File: src/rtl/mult_wb_buffer_pkg.sv
// -----------------------------------------------------------------------------
// mult_wb_buffer_pkg
//
// Shared types for functional-unit writeback buffers.
//   XLEN / xlen_t  : architectural register width and its data type
//   TRANS_ID_BITS  : width of the scoreboard transaction id
//   wb_entry_t     : one buffered writeback (result + transaction id), sized so
//                    other units' writeback buffers can store the same record
//   ST_RUN/ST_DRAIN: drain state machine encodings of mult_wb_buffer
// -----------------------------------------------------------------------------
package mult_wb_buffer_pkg;

    localparam int unsigned XLEN          = 64;
    localparam int unsigned TRANS_ID_BITS = 3;

    typedef logic [XLEN-1:0] xlen_t;

    typedef struct packed {
        xlen_t                    result;
        logic [TRANS_ID_BITS-1:0] trans_id;
    } wb_entry_t;

    // Drain state machine encodings (plain constants for legacy tooling).
    localparam logic [0:0] ST_RUN   = 1'b0;
    localparam logic [0:0] ST_DRAIN = 1'b1;

endpackage

File: src/rtl/mult_wb_buffer_fifo.sv
// -----------------------------------------------------------------------------
// mult_wb_buffer_fifo
//
// Small circular FIFO holding wb_entry_t records for mult_wb_buffer.
// Push and pop may happen in the same cycle at any occupancy, including full;
// the caller guarantees that a push into a full FIFO always comes with a pop.
// Pointers are log2(DEPTH) bits and wrap naturally; occupancy is kept in a
// separate counter so full and empty are unambiguous.
//
// Ports
//   clk_i    : clock
//   rst_ni   : asynchronous active-low reset (empties the FIFO)
//   flush_i  : synchronous clear of pointers and occupancy
//   push     : write data_in at the tail
//   data_in  : record to write
//   pop      : advance the head
//   data_out : record at the head (only meaningful while count != 0)
//   count    : current occupancy, 0..DEPTH
// -----------------------------------------------------------------------------
module mult_wb_buffer_fifo
    import mult_wb_buffer_pkg::*;
#(
    parameter int unsigned DEPTH = 4,
    parameter int unsigned CNT_W = $clog2(DEPTH) + 1
) (
    input  logic             clk_i,
    input  logic             rst_ni,
    input  logic             flush_i,
    input  logic             push,
    input  wb_entry_t        data_in,
    input  logic             pop,
    output wb_entry_t        data_out,
    output logic [CNT_W-1:0] count
);

    localparam int unsigned PTR_W = $clog2(DEPTH);

    logic [PTR_W-1:0] rd_ptr;
    logic [PTR_W-1:0] wr_ptr;
    wb_entry_t        mem [DEPTH];

    // Control state: pointers and occupancy.
    always_ff @(posedge clk_i or negedge rst_ni) begin
        if (!rst_ni) begin
            rd_ptr <= '0;
            wr_ptr <= '0;
            count  <= '0;
        end else if (flush_i) begin
            rd_ptr <= '0;
            wr_ptr <= '0;
            count  <= '0;
        end else begin
            if (push) begin
                wr_ptr <= wr_ptr + PTR_W'(1);
            end
            if (pop) begin
                rd_ptr <= rd_ptr + PTR_W'(1);
            end
            if (push && !pop) begin
                count <= count + CNT_W'(1);
            end else if (!push && pop) begin
                count <= count - CNT_W'(1);
            end
        end
    end

    // Storage is data only; its contents are never observed while empty, so it
    // carries no reset.
    always_ff @(posedge clk_i) begin
        if (push && !flush_i) begin
            mem[wr_ptr] <= data_in;
        end
    end

    assign data_out = mem[rd_ptr];

endmodule

File: src/rtl/mult_wb_buffer.sv
// -----------------------------------------------------------------------------
// mult_wb_buffer
//
// Receiver-side companion to the mult functional unit. The unit cannot stall
// its multiplication results, so this block buffers them in a small FIFO when
// writeback is busy, and throttles issue into the unit with a credit counter
// so the FIFO can never overflow. After a pipeline flush it discards results
// of killed multiplications for MUL_LAT cycles.
//
// Parameters
//   DEPTH   : FIFO entries; power of two and at least MUL_LAT+1
//   MUL_LAT : longest time a multiplication is in flight (>= 1); also the
//             length of the post-flush drain window
//
// Ports
//   clk_i          : clock
//   rst_ni         : asynchronous active-low reset
//   flush_i        : pipeline flush
//   issue_valid_i  : issue stage presents a mul/div op
//   issue_ready_o  : gated ready back to issue (accept = valid && ready)
//   unit_ready_i   : mult unit ready (divider idle)
//   res_valid_i    : result valid from the mult unit
//   res_i          : result data
//   res_trans_id_i : result transaction id
//   wb_valid_o     : head entry valid toward writeback
//   wb_result_o    : head result (zero while empty)
//   wb_trans_id_o  : head transaction id (zero while empty)
//   wb_ready_i     : writeback accepts the head entry
//   credits_o      : free credits, DEPTH - reserved
// -----------------------------------------------------------------------------
module mult_wb_buffer
    import mult_wb_buffer_pkg::*;
#(
    parameter int unsigned DEPTH   = 4,
    parameter int unsigned MUL_LAT = 2
) (
    input  logic                     clk_i,
    input  logic                     rst_ni,
    input  logic                     flush_i,
    input  logic                     issue_valid_i,
    output logic                     issue_ready_o,
    input  logic                     unit_ready_i,
    input  logic                     res_valid_i,
    input  logic [XLEN-1:0]          res_i,
    input  logic [TRANS_ID_BITS-1:0] res_trans_id_i,
    output logic                     wb_valid_o,
    output logic [XLEN-1:0]          wb_result_o,
    output logic [TRANS_ID_BITS-1:0] wb_trans_id_o,
    input  logic                     wb_ready_i,
    output logic [$clog2(DEPTH):0]   credits_o
);

    localparam int unsigned CNT_W   = $clog2(DEPTH) + 1;
    localparam int unsigned DRAIN_W = $clog2(MUL_LAT + 1);

    logic [CNT_W-1:0]   reserved;
    logic [CNT_W-1:0]   fifo_count;
    logic [DRAIN_W-1:0] drain;
    logic [0:0]         state;
    logic [0:0]         state_next;
    logic               draining;
    logic               issue_acc;
    logic               wb_acc;
    logic               push;
    logic               pop;
    wb_entry_t          push_entry;
    wb_entry_t          head_entry;

    assign draining = (drain != '0);

    // A credit is taken at issue, not at result, so results already in flight
    // always have a FIFO slot waiting for them.
    assign issue_ready_o = unit_ready_i && !flush_i && !draining
                           && (reserved < CNT_W'(DEPTH));
    assign issue_acc     = issue_valid_i && issue_ready_o;

    assign wb_valid_o = (fifo_count != '0);
    assign wb_acc     = wb_valid_o && wb_ready_i;

    // Flush dominates both a same-cycle push and a same-cycle pop.
    assign push = res_valid_i && !draining && !flush_i;
    assign pop  = wb_acc && !flush_i;

    assign push_entry.result   = res_i;
    assign push_entry.trans_id = res_trans_id_i;

    mult_wb_buffer_fifo #(
        .DEPTH (DEPTH),
        .CNT_W (CNT_W)
    ) u_fifo (
        .clk_i    (clk_i),
        .rst_ni   (rst_ni),
        .flush_i  (flush_i),
        .push     (push),
        .data_in  (push_entry),
        .pop      (pop),
        .data_out (head_entry),
        .count    (fifo_count)
    );

    // Head is held by the FIFO until popped, so the outputs are stable under
    // backpressure; they read as zero while nothing is buffered.
    assign wb_result_o   = wb_valid_o ? head_entry.result   : '0;
    assign wb_trans_id_o = wb_valid_o ? head_entry.trans_id : '0;

    // Reserved = in flight + buffered.
    always_ff @(posedge clk_i or negedge rst_ni) begin
        if (!rst_ni) begin
            reserved <= '0;
        end else if (flush_i) begin
            reserved <= '0;
        end else if (issue_acc && !wb_acc) begin
            reserved <= reserved + CNT_W'(1);
        end else if (!issue_acc && wb_acc) begin
            reserved <= reserved - CNT_W'(1);
        end
    end

    assign credits_o = CNT_W'(DEPTH) - reserved;

    // Drain window: results arriving within MUL_LAT cycles of a flush belong
    // to killed multiplications. A flush during the window restarts it.
    always_ff @(posedge clk_i or negedge rst_ni) begin
        if (!rst_ni) begin
            drain <= '0;
        end else if (flush_i) begin
            drain <= DRAIN_W'(MUL_LAT);
        end else if (draining) begin
            drain <= drain - DRAIN_W'(1);
        end
    end

    always_comb begin
        state_next = state;
        if (flush_i) begin
            state_next = ST_DRAIN;
        end else if ((state == ST_DRAIN) && (drain == DRAIN_W'(1))) begin
            state_next = ST_RUN;
        end
    end

    always_ff @(posedge clk_i or negedge rst_ni) begin
        if (!rst_ni) begin
            state <= ST_RUN;
        end else begin
            state <= state_next;
        end
    end

endmodule

File: config.mk
export PLATFORM = sky130hd
export DESIGN_NAME = mult_wb_buffer
export DESIGN_NICKNAME = d
export VERILOG_FILES = /design/src/rtl/mult_wb_buffer_pkg.sv /design/src/rtl/mult_wb_buffer_fifo.sv /design/src/rtl/mult_wb_buffer.sv
export SDC_FILE = /design/constraint.sdc
export NUM_CORES = 1
export LEC_CHECK = 0
export BUFFER_PORTS_ARGS = -buffer_cell sky130_fd_sc_hd__buf_2
export CAP_MARGIN = 20
export CORE_MARGIN = 2
export CORE_UTILIZATION = 57
export DETAILED_ROUTE_END_ITERATION = 8
export PLACE_DENSITY = 0.79
export SYNTH_ARGS = -nofsm -noshare
export SYNTH_HDL_FRONTEND = slang
export SYNTH_SLANG_ARGS = --single-unit
File: constraint.sdc
create_clock -name clk_i -period 3.37 [get_ports clk_i]
set_input_delay 0.674 -clock clk_i [delete_from_list [all_inputs] [get_ports clk_i]]
set_output_delay 0.674 -clock clk_i [all_outputs]
set_load 0.03 [all_outputs]
# Word-level counts from Yosys, hierarchy flattened

Memories as Yosys holds them, arrays and structs flattened.
Index checks and enable logic that the tools add are counted.
Widths: inputs -> output; s select.

Add/sub/neg operators: 8
Magnitude comparators: 1
Muxes and demuxes: 16
Reduce and logical (&&, ||, !) cells: 26

Operators by type and width:

| kind                | count |
|---|---|
| $mux 64             | 1 |
| $mux 3              | 7 |
| $logic_and 1x1->1   | 13 |
| $mux 2              | 6 |
| $reduce_bool 3->1   | 3 |
| $reduce_bool 2->1   | 4 |
| $add 3x1->3 const B | 2 |
| $logic_not 1->1     | 6 |
| $sub 3x1->3 const B | 2 |
| $add 2x1->2 const B | 2 |
| $lt 3x3->1 const B  | 1 |
| $sub 3x3->3 const A | 1 |
| $mux 1              | 2 |
| $sub 2x1->2 const B | 1 |

Register bits after elaboration: 12
Bits in writable memories: 268
Bits of input ports: 74
Output and inout port bits: 72
Memories: 1

Memories:

| name       | depth | bits a word | rd ports | clocked after memory_dff | wr ports | line                      | source |
|---|---|---|---|---|---|---|---|
| u_fifo.mem | 4     | 67          | 1        | 0                        | 1        | mult_wb_buffer_fifo.sv:40 | `wb_entry_t mem [DEPTH];` |

# Logic depth before layout (Yosys ltp)

Word-level depth: 10
Depth in mapped cells: 11
Depth with buffers taken out: 10

# By module

A second synthesis with hierarchy kept.

Cell total of the unflattened synthesis: 514
Area, all modules: 10988.0 um2

By module, submodules not included:

| module              | times used | cells an instance | area an instance (um2) |
|---|---|---|---|
| mult_wb_buffer_fifo | 1          | 394               | 10108.4 |
| mult_wb_buffer      | 1          | 120               | 879.6 |

# Least setup slack after synthesis

Ideal clock, no wire load.

Kind: register to register
Start: reg drain[0]
End: mem u_fifo.mem[0][0] (netlist bit) (enable)
Library setup time: 0.432 ns
Data arrival time: 2.620 ns
Data required time: 2.938 ns
Path slack: 0.318 ns
Cell stages (with the launch flop): 7
Cells stage by stage: dfrtp_1 inv_1 ha_1 buf_6 nand2_1 nor2_1 and2_1

Cells in the longest elaborated chain, start to end: 7

RTL lines:

| item                           | line                      | source |
|---|---|---|
| from (decl)                    | mult_wb_buffer.sv:58      | `logic [DRAIN_W-1:0] drain;` |
| from (signal assigned)         | mult_wb_buffer.sv:127     | `drain <= DRAIN_W'(MUL_LAT);` |
| from (signal assigned)         | mult_wb_buffer.sv:129     | `drain <= drain - DRAIN_W'(1);` |
| $reduce_bool 2->1              | mult_wb_buffer.sv:69      | `assign draining = (drain != '0);` |
| $logic_not 1->1                | mult_wb_buffer.sv:81      | `assign push = res_valid_i && !draining && !flush_i;` |
| $logic_and 1x1->1 (2 in a row) | mult_wb_buffer.sv:81      |  |
| $logic_and 1x1->1              | mult_wb_buffer_fifo.sv:70 | `if (push && !flush_i) begin` |
| $mux 1                         | mult_wb_buffer_fifo.sv:70 |  |
| $mux 1 (implied by the code)   | mult_wb_buffer_fifo.sv:71 | `mem[wr_ptr] <= data_in;` |
| to (decl)                      | mult_wb_buffer_fifo.sv:40 |  |

No other way between the ends.

# Worst setup path in the final report

Start: reg u_fifo.count[0]
End: out wb_result_o[27]

Cells in the longest elaborated chain, start to end: 2

RTL lines:

| item                   | line                      | source |
|---|---|---|
| from (decl)            | mult_wb_buffer_fifo.sv:33 | `output logic [CNT_W-1:0] count` |
| from (signal assigned) | mult_wb_buffer_fifo.sv:60 | `count <= count + CNT_W'(1);` |
| from (signal assigned) | mult_wb_buffer_fifo.sv:62 | `count <= count - CNT_W'(1);` |
| $reduce_bool 3->1      | mult_wb_buffer.sv:77      | `assign wb_valid_o = (fifo_count != '0);` |
| $mux 64                | mult_wb_buffer.sv:103     | `assign wb_result_o = wb_valid_o ? head_entry.result : '0;` |
| to (decl)              | mult_wb_buffer.sv:47      | `output logic [XLEN-1:0] wb_result_o,` |

No other way between the ends.

==> impl_metrics.py <==
metrics = {
    "timing": {
        "period_share": 0.9161,
        "max_freq_mhz": 323.9,
        "rsz0062_at_grt": "false",
        "drv_slew": 0,
        "fin_worst_skew_ns": 0.01006,
        "tightest_slew_ns": 0.5094,
        "finalSetupViolations": 0,
        "tns_ns": 0,
        "post-route-min-period_ns": 3.087,
        "final_hold_viol_count": 0,
        "timing.slew.headroom": 0.6604,
        "fin_hold_ws_ns": 0.04471,
    },
    "worst_hold_path": {
        "hold_class": "input pin to asynchronous set/reset pin",
    },
    "critical_path": {
        "crit_path_max_fanout": 42,
        "cp-start-kind": "register",
        "arrival_ns": 2.41,
        "slowest_delay_ns": 0.77,
        "crit_chain": "or3_2, buf_12, and2_1, buf_2",
        "worstSetupPathType": "register to output port",
        "end_kind": "output port",
        "slowest_stage": "or3_2",
        "cp.required_ns": 2.70,
    },
    "yosys": {
        "netlist_top_cells_area": "edfxtp_1 73%, mux4_2 14%, and2_1 4.1%, dfrtp_1 2.7%, ha_1 0.80%",
        "synth_area_leader_cell": "edfxtp_1",
        "syn_nets": 597,
        "synth.distinct_cells": 40,
        "synth_cells": 514,
        "syn_area_mm2": 0.01101,
        "syn_area_per_cell_um2": 21.42,
        "synth-seq-cells": 280,
        "seq_area_frac_synth": 0.7582,
        "yosys_warnings": 0,
        "netlist.area_leader.share": 0.7309,
    },
    "floorplan": {
        "ios": 146,
        "fp.coreArea_mm2": 0.01883,
        "dieArea_mm2": 0.02044,
        "rows": 50,
        "die_h_um": 143.0,
        "start_util": 0.5847,
        "die_w_um": 143.0,
    },
    "clock_tree": {
        "worstSkewPairLatency_ns": 0.51,
        "clock_sinks": 280,
        "cts_buffers": 27,
        "root_buffer": "clkbuf_16",
        "cts_tree": "done",
        "cts_resized": 0,
        "htreeDepth": 1,
        "cts.clk_slew.worst_paths_ns": 0.06,
        "cts.path.max_buffers": 3,
        "hold_buffers": 0,
        "post_cts_buffers": 0,
    },
    "pwr": {
        "combPwrFrac": 0.294,
        "power_frac_clock": 0.299,
        "power.share.sequential": 0.407,
        "power.density_mw_per_mm2": 769.8,
        "total_leakage_power_uw": 0.004458,
        "intPower_uw": 6841,
        "peakVddDrop_mv": 0.5400,
        "p_sw_uw": 3130,
        "swShare": 0.3139,
    },
    "route": {
        "postRouteAntennaNets": 0,
        "num_vias": 5369,
        "drt-initial-drc-count": 275,
        "drt-total-wl_mm": 19.65,
        "dr.pass1.iters": 4,
        "drc_errors": 0,
        "vias_per_cell": 5.652,
        "wl_per_cell_um": 20.68,
    },
    "global_route": {
        "grt_start_max_net_pins": 43,
        "grt_pass1_vias": 5816,
        "grt_remaining_overflow": 0,
        "grt_usage": 0.1993,
        "antenna_found_initial": 1,
        "grt_pass1_wl_mm": 30.92,
    },
    "finish": {
        "drive_gt1_frac": 0.3933,
        "final_nets": 752,
        "final_cells": 950,
        "syn2layout_area_growth_pct": 17.64,
        "fin_util": 0.6878,
    },
    "placed_design": {
        "place.gp.congestion": 0.7857,
        "dp_cells": 900,
        "dp_hpwl_mm": 12.09,
        "port_buffers": 145,
    },
    "job": {
        "max_cap_viol_count": 0,
    },
    "outcome": {
        "outcome": "complete, no violations",
    },
}
worst max-delay path, delay by kind of cell, from the launching register on:
kind          cells  cell delay, ns
buf+inv           2            0.48
flops             1            0.43
simple gates      2            0.97
cell type report:
type	count	area [um^2]
sequential	280	8356
fill	1187	5878
multi-input combinational	198	2459
timing repair buffer	154	893.4
clock buffer	38	737.0
tap	260	325.3
clock inverter	11	150.1
inverter	8	30.03
antenna	1	2.502
routing by layer:
layer | track usage | wire length, um
met1 | 0.2669 | 8143
met2 | 0.3329 | 9719
met3 | 0.04292 | 1311
met4 | 0.06305 | 475
met5 | 0 | 0
per-stage QoR:
step                total power (uW)  cell area [um^2]  worst slack (ns)
floorplan                       6271             11010            0.3177
global placement                6993             12040            0.6695
detailed placement              7096             12060            0.8196
CTS                            10080             12950            0.2621
global route                   10390             12950            0.1842
finish                          9971             12950            0.2827
power groups by stage:
stage / clock network, uW / logic (uW) / registers (uW)
floorplan: 0 / 2210 / 4070
global placement: 0 / 2870 / 4130
detailed placement: 0 / 2960 / 4140
CTS: 3040 / 2970 / 4060
global route: 3160 / 3140 / 4080
finish: 2980 / 2930 / 4060
cells in the final DEF (no fill, tap or decap), types with 3 or more instances in the layout:
cell | synthesis | routed
and2_1 | 72 | 68
and2_4 | 0 | 4
buf_12 | 2 | 8
buf_2 | 8 | 145
bufinv_16 | 0 | 4
clkbuf_1 | 12 | 9
clkbuf_16 | 0 | 27
clkinv_1 | 0 | 4
clkinv_2 | 0 | 3
dfrtp_1 | 12 | 10
edfxtp_1 | 268 | 268
ha_1 | 7 | 7
inv_1 | 8 | 8
mux4_2 | 67 | 67
nand2_1 | 3 | 3
nor2_1 | 8 | 8
nor3_1 | 7 | 7
o21ai_0 | 3 | 3
kinds of logic (layout without fill, tap and decap cells):
family,Yosys count,after routing,share of synthesized area
other cells,0,1,0
compound gates,13,13,0.008408
xor+xnor,5,5,0.004660
fa+ha+maj,9,9,0.01159
mux,68,68,0.1380
flops,280,280,0.7582
buf+inv,36,211,0.01954
simple gates,103,103,0.05966
worst paths after layout:
check                                      from                end  slack, ns  depth (start not counted)
min in group clk_i                    res_i[51]  u_fifo.mem[2][54]       0.37                          1
worst min-delay path                     rst_ni    u_fifo.count[2]       0.04                          1
max in group asynchronous                rst_ni   u_fifo.rd_ptr[0]       3.05                          1
worst max register to register         drain[0]   u_fifo.mem[0][7]       0.82                          6
worst min register to register         drain[0]           drain[0]       0.56                          2
worst max-delay path            u_fifo.count[0]    wb_result_o[27]       0.28                          4
synth_stat cells:
| master | count |
|---|---|
| buf_4 | 2 |
| xnor2_2 | 1 |
| a211oi_2 | 1 |
| nand2_1 | 3 |
| nor2_1 | 8 |
| xor2_1 | 2 |
| o21ai_0 | 3 |
| nor3b_1 | 2 |
| ha_1 | 7 |
| nor3_2 | 1 |
| mux2i_1 | 1 |
| o21a_1 | 2 |
| nand2b_1 | 1 |
| a21oi_1 | 1 |
| buf_2 | 8 |
| nor4bb_4 | 1 |
| nor4_4 | 1 |
| and4_4 | 1 |
| or3_1 | 1 |
| edfxtp_1 | 268 |
| a211oi_1 | 1 |
| mux4_2 | 67 |
| nand3_1 | 1 |
| nand4bb_1 | 1 |
| and2_1 | 72 |
| or2_1 | 1 |
| inv_1 | 8 |
| xnor2_1 | 2 |
| a31oi_1 | 2 |
| o31ai_1 | 1 |
| clkbuf_1 | 12 |
| and3_1 | 1 |
| buf_6 | 4 |
| o311ai_0 | 1 |
| buf_12 | 2 |
| nor3_1 | 7 |
| fa_1 | 2 |
| o31a_1 | 1 |
| dfrtp_1 | 12 |
| or2_2 | 1 |
flip-flops by register name (all words and copies together) (netlist names):
register,flops
u_fifo.rd_ptr,2
u_fifo.wr_ptr,2
reserved,3
u_fifo.mem,268
drain,2
u_fifo.count,3
Power figures use the tool's default switching activity.
